--- src/rtl/huff_code_rx_pkg.sv ---
// Shared definitions for the Huffman code-table link (transmitter and receiver).
package huff_code_rx_pkg;

  localparam int HUFF_NUM_SYM = 10;  // code-table entries per frame
  localparam int HUFF_LEN_W   = 4;   // serial length field width
  localparam int HUFF_MAX_LEN = 9;   // largest legal code length
  localparam int HUFF_CODE_W  = 13;  // stored word: [12:9] length, [8:0] code

  typedef enum logic [1:0] {
    ST_IDLE = 2'b00,
    ST_LEN  = 2'b01,
    ST_CODE = 2'b10,
    ST_DONE = 2'b11
  } huff_state_e;

endpackage

--- src/rtl/huff_code_rx_shift_acc.sv ---
// Bit counter plus MSB-first shift accumulator, reused for the length and
// code fields. Only ACC_W-1 bits are registered: the final bit of a field is
// taken straight from bit_i through acc_nxt_o on the edge that samples it.
module huff_shift_acc #(
  parameter int ACC_W = 9,
  parameter int CNT_W = 4
) (
  input  logic             clk_i,
  input  logic             rst_ni,
  input  logic             clr_i,
  input  logic             load_i,
  input  logic [CNT_W-1:0] load_cnt_i,
  input  logic             shift_i,
  input  logic             bit_i,
  output logic [ACC_W-1:0] acc_nxt_o,
  output logic             last_o
);

  logic [ACC_W-2:0] acc_q, acc_d;
  logic [CNT_W-1:0] cnt_q, cnt_d;

  assign acc_nxt_o = {acc_q, bit_i};
  assign last_o    = (cnt_q == CNT_W'(1));

  // Clear beats load beats shift; load zeroes the accumulator and arms the count.
  always_comb begin
    acc_d = acc_q;
    cnt_d = cnt_q;
    if (clr_i) begin
      acc_d = '0;
      cnt_d = '0;
    end else if (load_i) begin
      acc_d = '0;
      cnt_d = load_cnt_i;
    end else if (shift_i) begin
      acc_d = acc_nxt_o[ACC_W-2:0];
      cnt_d = cnt_q - CNT_W'(1);
    end
  end

  // State registers.
  always_ff @(posedge clk_i or negedge rst_ni) begin
    if (!rst_ni) begin
      acc_q <= '0;
      cnt_q <= '0;
    end else begin
      acc_q <= acc_d;
      cnt_q <= cnt_d;
    end
  end

endmodule

--- src/rtl/huff_code_rx.sv ---
// Serial Huffman code-table receiver: per symbol a length field then that many
// code bits, both MSB-first, stored as {length, right-aligned code}.
// Handshake: a bit on In is consumed only on a rising edge with In_vld=1 while
// the block is receiving; Start_in on the same edge takes priority and the bit
// is dropped.
module huff_code_rx
  import huff_code_rx_pkg::*;
#(
  parameter int NUM_SYM = HUFF_NUM_SYM,
  parameter int LEN_W   = HUFF_LEN_W,
  parameter int MAX_LEN = HUFF_MAX_LEN,
  parameter int CODE_W  = HUFF_CODE_W
) (
  input  logic              Clk_in,
  input  logic              n_Rst,
  input  logic              Start_in,
  input  logic              In,
  input  logic              In_vld,
  output logic [CODE_W-1:0] Code0,
  output logic [CODE_W-1:0] Code1,
  output logic [CODE_W-1:0] Code2,
  output logic [CODE_W-1:0] Code3,
  output logic [CODE_W-1:0] Code4,
  output logic [CODE_W-1:0] Code5,
  output logic [CODE_W-1:0] Code6,
  output logic [CODE_W-1:0] Code7,
  output logic [CODE_W-1:0] Code8,
  output logic [CODE_W-1:0] Code9,
  output logic [3:0]        Sym_cnt,
  output logic              Busy,
  output logic              Done,
  output logic              Err,
  output logic [1:0]        state
);

  localparam int CBITS = CODE_W - LEN_W;

  huff_state_e       state_q;
  logic [LEN_W-1:0]  len_q;
  logic [3:0]        sym_q;
  logic              busy_q, done_q, err_q;
  logic [CODE_W-1:0] code_q [NUM_SYM];

  logic              accept, len_shift, len_fin, len_last, len_bad, len_zero;
  logic              code_shift, code_fin, code_last, code_clr, len_load, store;
  logic [LEN_W-1:0]  len_nxt;
  logic [CBITS-1:0]  code_nxt;
  logic [CODE_W-1:0] store_word;

  // Datapath control decoded from the current state and the sampled bit.
  always_comb begin
    accept     = In_vld & ~Start_in;
    len_shift  = accept & (state_q == ST_LEN);
    len_fin    = len_shift & len_last;
    code_shift = accept & (state_q == ST_CODE);
    code_fin   = code_shift & code_last;
    len_bad    = (len_nxt > LEN_W'(MAX_LEN));
    len_zero   = (len_nxt == '0);
    store      = (len_fin & len_zero) | code_fin;
    store_word = code_fin ? {len_q, code_nxt} : '0;
    len_load   = Start_in | store;
    code_clr   = Start_in | store;
  end

  huff_shift_acc #(.ACC_W(LEN_W), .CNT_W(LEN_W)) u_len (
    .clk_i      (Clk_in),
    .rst_ni     (n_Rst),
    .clr_i      (1'b0),
    .load_i     (len_load),
    .load_cnt_i (LEN_W'(LEN_W)),
    .shift_i    (len_shift),
    .bit_i      (In),
    .acc_nxt_o  (len_nxt),
    .last_o     (len_last)
  );

  huff_shift_acc #(.ACC_W(CBITS), .CNT_W(LEN_W)) u_code (
    .clk_i      (Clk_in),
    .rst_ni     (n_Rst),
    .clr_i      (code_clr),
    .load_i     (len_fin),
    .load_cnt_i (len_nxt),
    .shift_i    (code_shift),
    .bit_i      (In),
    .acc_nxt_o  (code_nxt),
    .last_o     (code_last)
  );

  // Frame FSM with registered status outputs and the code table.
  always_ff @(posedge Clk_in or negedge n_Rst) begin
    if (!n_Rst) begin
      state_q <= ST_IDLE;
      len_q   <= '0;
      sym_q   <= '0;
      busy_q  <= 1'b0;
      done_q  <= 1'b0;
      err_q   <= 1'b0;
      for (int i = 0; i < NUM_SYM; i++) code_q[i] <= '0;
    end else if (Start_in) begin
      state_q <= ST_LEN;
      len_q   <= '0;
      sym_q   <= '0;
      busy_q  <= 1'b1;
      done_q  <= 1'b0;
      err_q   <= 1'b0;
      for (int i = 0; i < NUM_SYM; i++) code_q[i] <= '0;
    end else begin
      case (state_q)
        ST_LEN: begin
          if (len_fin && len_bad) begin
            err_q   <= 1'b1;
            busy_q  <= 1'b0;
            state_q <= ST_IDLE;
          end else if (len_fin && !len_zero) begin
            len_q   <= len_nxt;
            state_q <= ST_CODE;
          end
        end
        default: ;
      endcase
      if (store) begin
        for (int i = 0; i < NUM_SYM; i++) begin
          if (sym_q == 4'(i)) code_q[i] <= store_word;
        end
        sym_q <= sym_q + 4'd1;
        len_q <= '0;
        if (sym_q == 4'(NUM_SYM - 1)) begin
          state_q <= ST_DONE;
          done_q  <= 1'b1;
          busy_q  <= 1'b0;
        end else begin
          state_q <= ST_LEN;
        end
      end
    end
  end

  assign Code0   = code_q[0];
  assign Code1   = code_q[1];
  assign Code2   = code_q[2];
  assign Code3   = code_q[3];
  assign Code4   = code_q[4];
  assign Code5   = code_q[5];
  assign Code6   = code_q[6];
  assign Code7   = code_q[7];
  assign Code8   = code_q[8];
  assign Code9   = code_q[9];
  assign Sym_cnt = sym_q;
  assign Busy    = busy_q;
  assign Done    = done_q;
  assign Err     = err_q;
  assign state   = state_q;

endmodule

--- config.mk ---
export PLATFORM = sky130hd
export DESIGN_NAME = huff_code_rx
export DESIGN_NICKNAME = d
export VERILOG_FILES = /design/src/rtl/huff_code_rx_pkg.sv /design/src/rtl/huff_code_rx_shift_acc.sv /design/src/rtl/huff_code_rx.sv
export SDC_FILE = /design/constraint.sdc
export NUM_CORES = 1
export LEC_CHECK = 0
export CORE_MARGIN = 5
export CORE_UTILIZATION = 54
export CTS_BUF_LIST = sky130_fd_sc_hd__clkbuf_8
export CTS_CLUSTER_SIZE = 14
export DETAILED_ROUTE_END_ITERATION = 8
export MAX_ROUTING_LAYER = met4
export PLACE_DENSITY = 0.83
export SLEW_MARGIN = 20
export SYNTH_ARGS = -nofsm -noshare
export SYNTH_HDL_FRONTEND = slang
export SYNTH_HIERARCHICAL = 1
export SYNTH_SLANG_ARGS = --single-unit
--- constraint.sdc ---
create_clock -name Clk_in -period 2.42 [get_ports Clk_in]
set_input_delay 0.484 -clock Clk_in [delete_from_list [all_inputs] [get_ports Clk_in]]
set_output_delay 0.484 -clock Clk_in [all_outputs]
set_load 0.01 [all_outputs]
==> impl_metrics.tcl <==
set metrics [dict create \
    std_cell_core_area_sq_um 13200 \
    buffer_ports.inserted 143 \
    dp.cells 908 \
    seq_area_frac_synth 0.556 \
    netlist-cell-type-count 45 \
    maxCapViolations 0 \
    synthesis.area_sq_um 7290 \
    max-vdd-ir-drop_mv 0.327 \
    yosys_warnings 6 \
    critical-path-max-stage-delay_ps 420 \
    fin_tns_setup_ps 0 \
    total_leakage_power_uw 0.00458 \
    path_clk_slew_ps 80 \
    post_layout_nonfiller_instances 941 \
    initial_utilization 0.551 \
    yosysTopAreaCellShare 0.556 \
    worst_skew_ps 16.6 \
    dp.final_hpwl_mm 12.9 \
    postSynth.topFlopCell "sky130_fd_sc_hd__dfrtp_1" \
    finalSetupViolations 0 \
    gp_congestion 0.841 \
    max_slew.worst_pin.slew_ps 598 \
    die_width_microns 126 \
    route.detailed.drc 0 \
    tritoncts_clock_tree "built" \
    postSynth.asyncResetShare 1.00 \
    pwr-share-clk 0.418 \
    synth_seq_cells 162 \
    viasPerCell 5.45 \
    drt_first_iter_violations 409 \
    clockBufferDepth 2 \
    headroom_to_the_max_slew_limit 0.602 \
    floorplan.io_pins 144 \
    pin_count_of_the_biggest_net_entering_global_routing 81 \
    dr.pass1.iters 5 \
    critical_path.max_fanout 13 \
    drv_slew 0 \
    timing.critical_path.arrival_ps 2510 \
    p_sw_uw 1160 \
    path_class "flop to flop" \
    cp_num_buf_inv 2 \
    postSynthAreaPerCell_sq_um 12.3 \
    clock_sink_count 162 \
    die_height_microns 126 \
    outcome "completed" \
    clockRootBuffer "sky130_fd_sc_hd__clkbuf_8" \
    p_per_area_nw_per_um2 535 \
    power.switching_fraction 0.232 \
    final_nets 765 \
    clock_latency_of_the_later_clocked_register_in_the_worst_skew_pair_ps 450 \
    internal_power_uw 3850 \
    p_seq_frac 0.543 \
    combPwrFrac 0.039 \
    worst_ep_required_time_ps 2720 \
    drt.antenna.violating_nets 0 \
    setup.worst_path.end_class "flop" \
    row_count 42 \
    rsz0062_at_grt "no" \
    drt_wl_total_mm 18.4 \
    grt_first_pass_wirelength_mm 29.6 \
    route.detailed.wl_per_inst_microns 19.5 \
    startpoint_type "flop" \
    fmax_ghz 0.454 \
    number_of_global_route_vias_before_repair 5407 \
    syn_inst 594 \
    total_number_of_vias 5132 \
    clock_tree.htree_level_count 4 \
    global_route.usage.total 0.241 \
    globalRoute.totalOverflow 0 \
    number_of_antenna_violations_at_the_first_check_in_global_routing 0 \
    cpMaxStageDelayCell "sky130_fd_sc_hd__dfrtp_1" \
    layout_min_cycle_time_ps 2200 \
    synth-edff-count 0 \
    yosys.area.top_type "sky130_fd_sc_hd__dfrtp_1" \
    proportion_of_layout_cells_with_a_drive_suffix_above_1 0.0980 \
    hold_viol 0 \
    antenna_cells_inserted 0 \
    cts_inserted_buffers 17 \
    finalCritPeriodShare 0.911 \
    area_delta_synth_final_pct 28.6 \
    timing.hold.worst.class "flop to flop" \
    crit_chain "inv_1, ha_1, nor3b_1, a32o_2, buf_4, nand3_4, mux2i_1" \
    post_synth_main_area_contributors "sky130_fd_sc_hd__dfrtp_1 (56%), sky130_fd_sc_hd__mux2i_1 (15%), sky130_fd_sc_hd__nand2b_1 (7.9%)" \
    worst_path_dominant_cell_family "simple AND/OR/NAND/NOR gates" \
    dieArea_sq_um 15900 \
]
[synthesized netlist by cell type (all sizes together) (3+ instances only)]
master,n
xor2,4
o21a,4
buf,22
nand2b,92
nor2,18
ha,8
nor2b,15
inv,13
nor3,3
a22o,26
o21ai,31
a21oi,10
mux2i,107
nand2,22
nor4b,3
nand3,9
dfrtp,162
clkbuf,16
[registers in the layout (all words and copies together) (netlist names), 8 cells and up]
register and count:
Code3 13, u_code/acc_q 8, Code7 13, Code1 13, Code6 13, Code8 13, Code2 13, Code0 13
Code4 13, Code9 13, Code5 13
[cell families after synthesis]
group,synth area share
mux,0.147
buf+inv,0.0398
simple gates,0.160
flops,0.556
fa+ha+maj,0.0137
xor+xnor,0.00720
compound gates,0.0760
other cells,0.00103
[worst register-to-register path: stages (launching register included)]
cell and delay (ps):
sky130_fd_sc_hd__dfrtp_1 420, sky130_fd_sc_hd__inv_1 90, sky130_fd_sc_hd__ha_1 140, sky130_fd_sc_hd__nor3b_1 420, sky130_fd_sc_hd__a32o_2 340, sky130_fd_sc_hd__buf_4 210, sky130_fd_sc_hd__nand3_4 250, sky130_fd_sc_hd__mux2i_1 210
[per-stage QoR]
stage	hold slack, ps	utilization	power (uW)	instance area [sq um]	setup slack, ps
finish	517	0.708	5020	9380	215
global route	536	0.708	5190	9380	40.9
CTS	522	0.708	5040	9370	90.7
detailed placement	469	0.675	2980	8940	-18.6
global placement	465	0.675	2970	8940	58.7
floorplan	188	-	2880	7330	254
[layout make-up]
class                   instances  area, sq um
flip-flops and latches        162         4050
fillers                       947         3860
multi-input cells             390         2990
repair buffers                168         1640
clock buffers                  18          248
well taps                     176          220
clock inverters                14          176
inverters                      13         48.8
[power by group through the flow]
stage / clock network (uW) / registers (uW) / logic, uW
global route: 2240 / 2720 / 223
finish: 2100 / 2720 / 198
detailed placement: 0 / 2780 / 199
CTS: 2120 / 2720 / 201
floorplan: 0 / 2780 / 108
global placement: 0 / 2780 / 193
[metal layers]
| metal | GRT usage | routed length, microns |
|---|---|---|
| met3 | 0.0563 | 1220 |
| met2 | 0.367 | 8720 |
| met1 | 0.325 | 8060 |
| met4 | 0.0738 | 377 |
| met5 | - | 0 |
[final timing paths]
kind,startpoint,endpoint,slack [ps],depth (start not counted)
worst max register to register,u_len/cnt_q[1],Code0[10],220,7
worst min register to register,Code3[8],Code3[8],520,1
worst min-delay path,Code3[8],Code3[8],520,1
min in group asynchronous,n_Rst,Code8[6],560,2
max in group asynchronous,n_Rst,Sym_cnt[3],1160,3
worst max-delay path,u_len/cnt_q[1],Code0[10],220,7
[timing repair]
item | in CTS | in global routing
resized for setup | 0 | 1
setup buffers | 0 | 0
setup endpoints to repair | 0 | 16
hold buffers | 1 | 0
endpoints found under the hold margin | 38 | 0
[placed cells by master, fill, tap and decap left out, drive strengths merged, types with 18 or more instances in the layout]
master         Yosys  final
dfrtp            162    162
clkdlybuf4s50      0    141
mux2i            107    107
nand2b            92     92
o21ai             31     31
a22o              26     26
buf               22     26
nand2             22     22
nor2              18     18
clkbuf            16     18
inv               13     18
(Power assumes the default switching activity.)
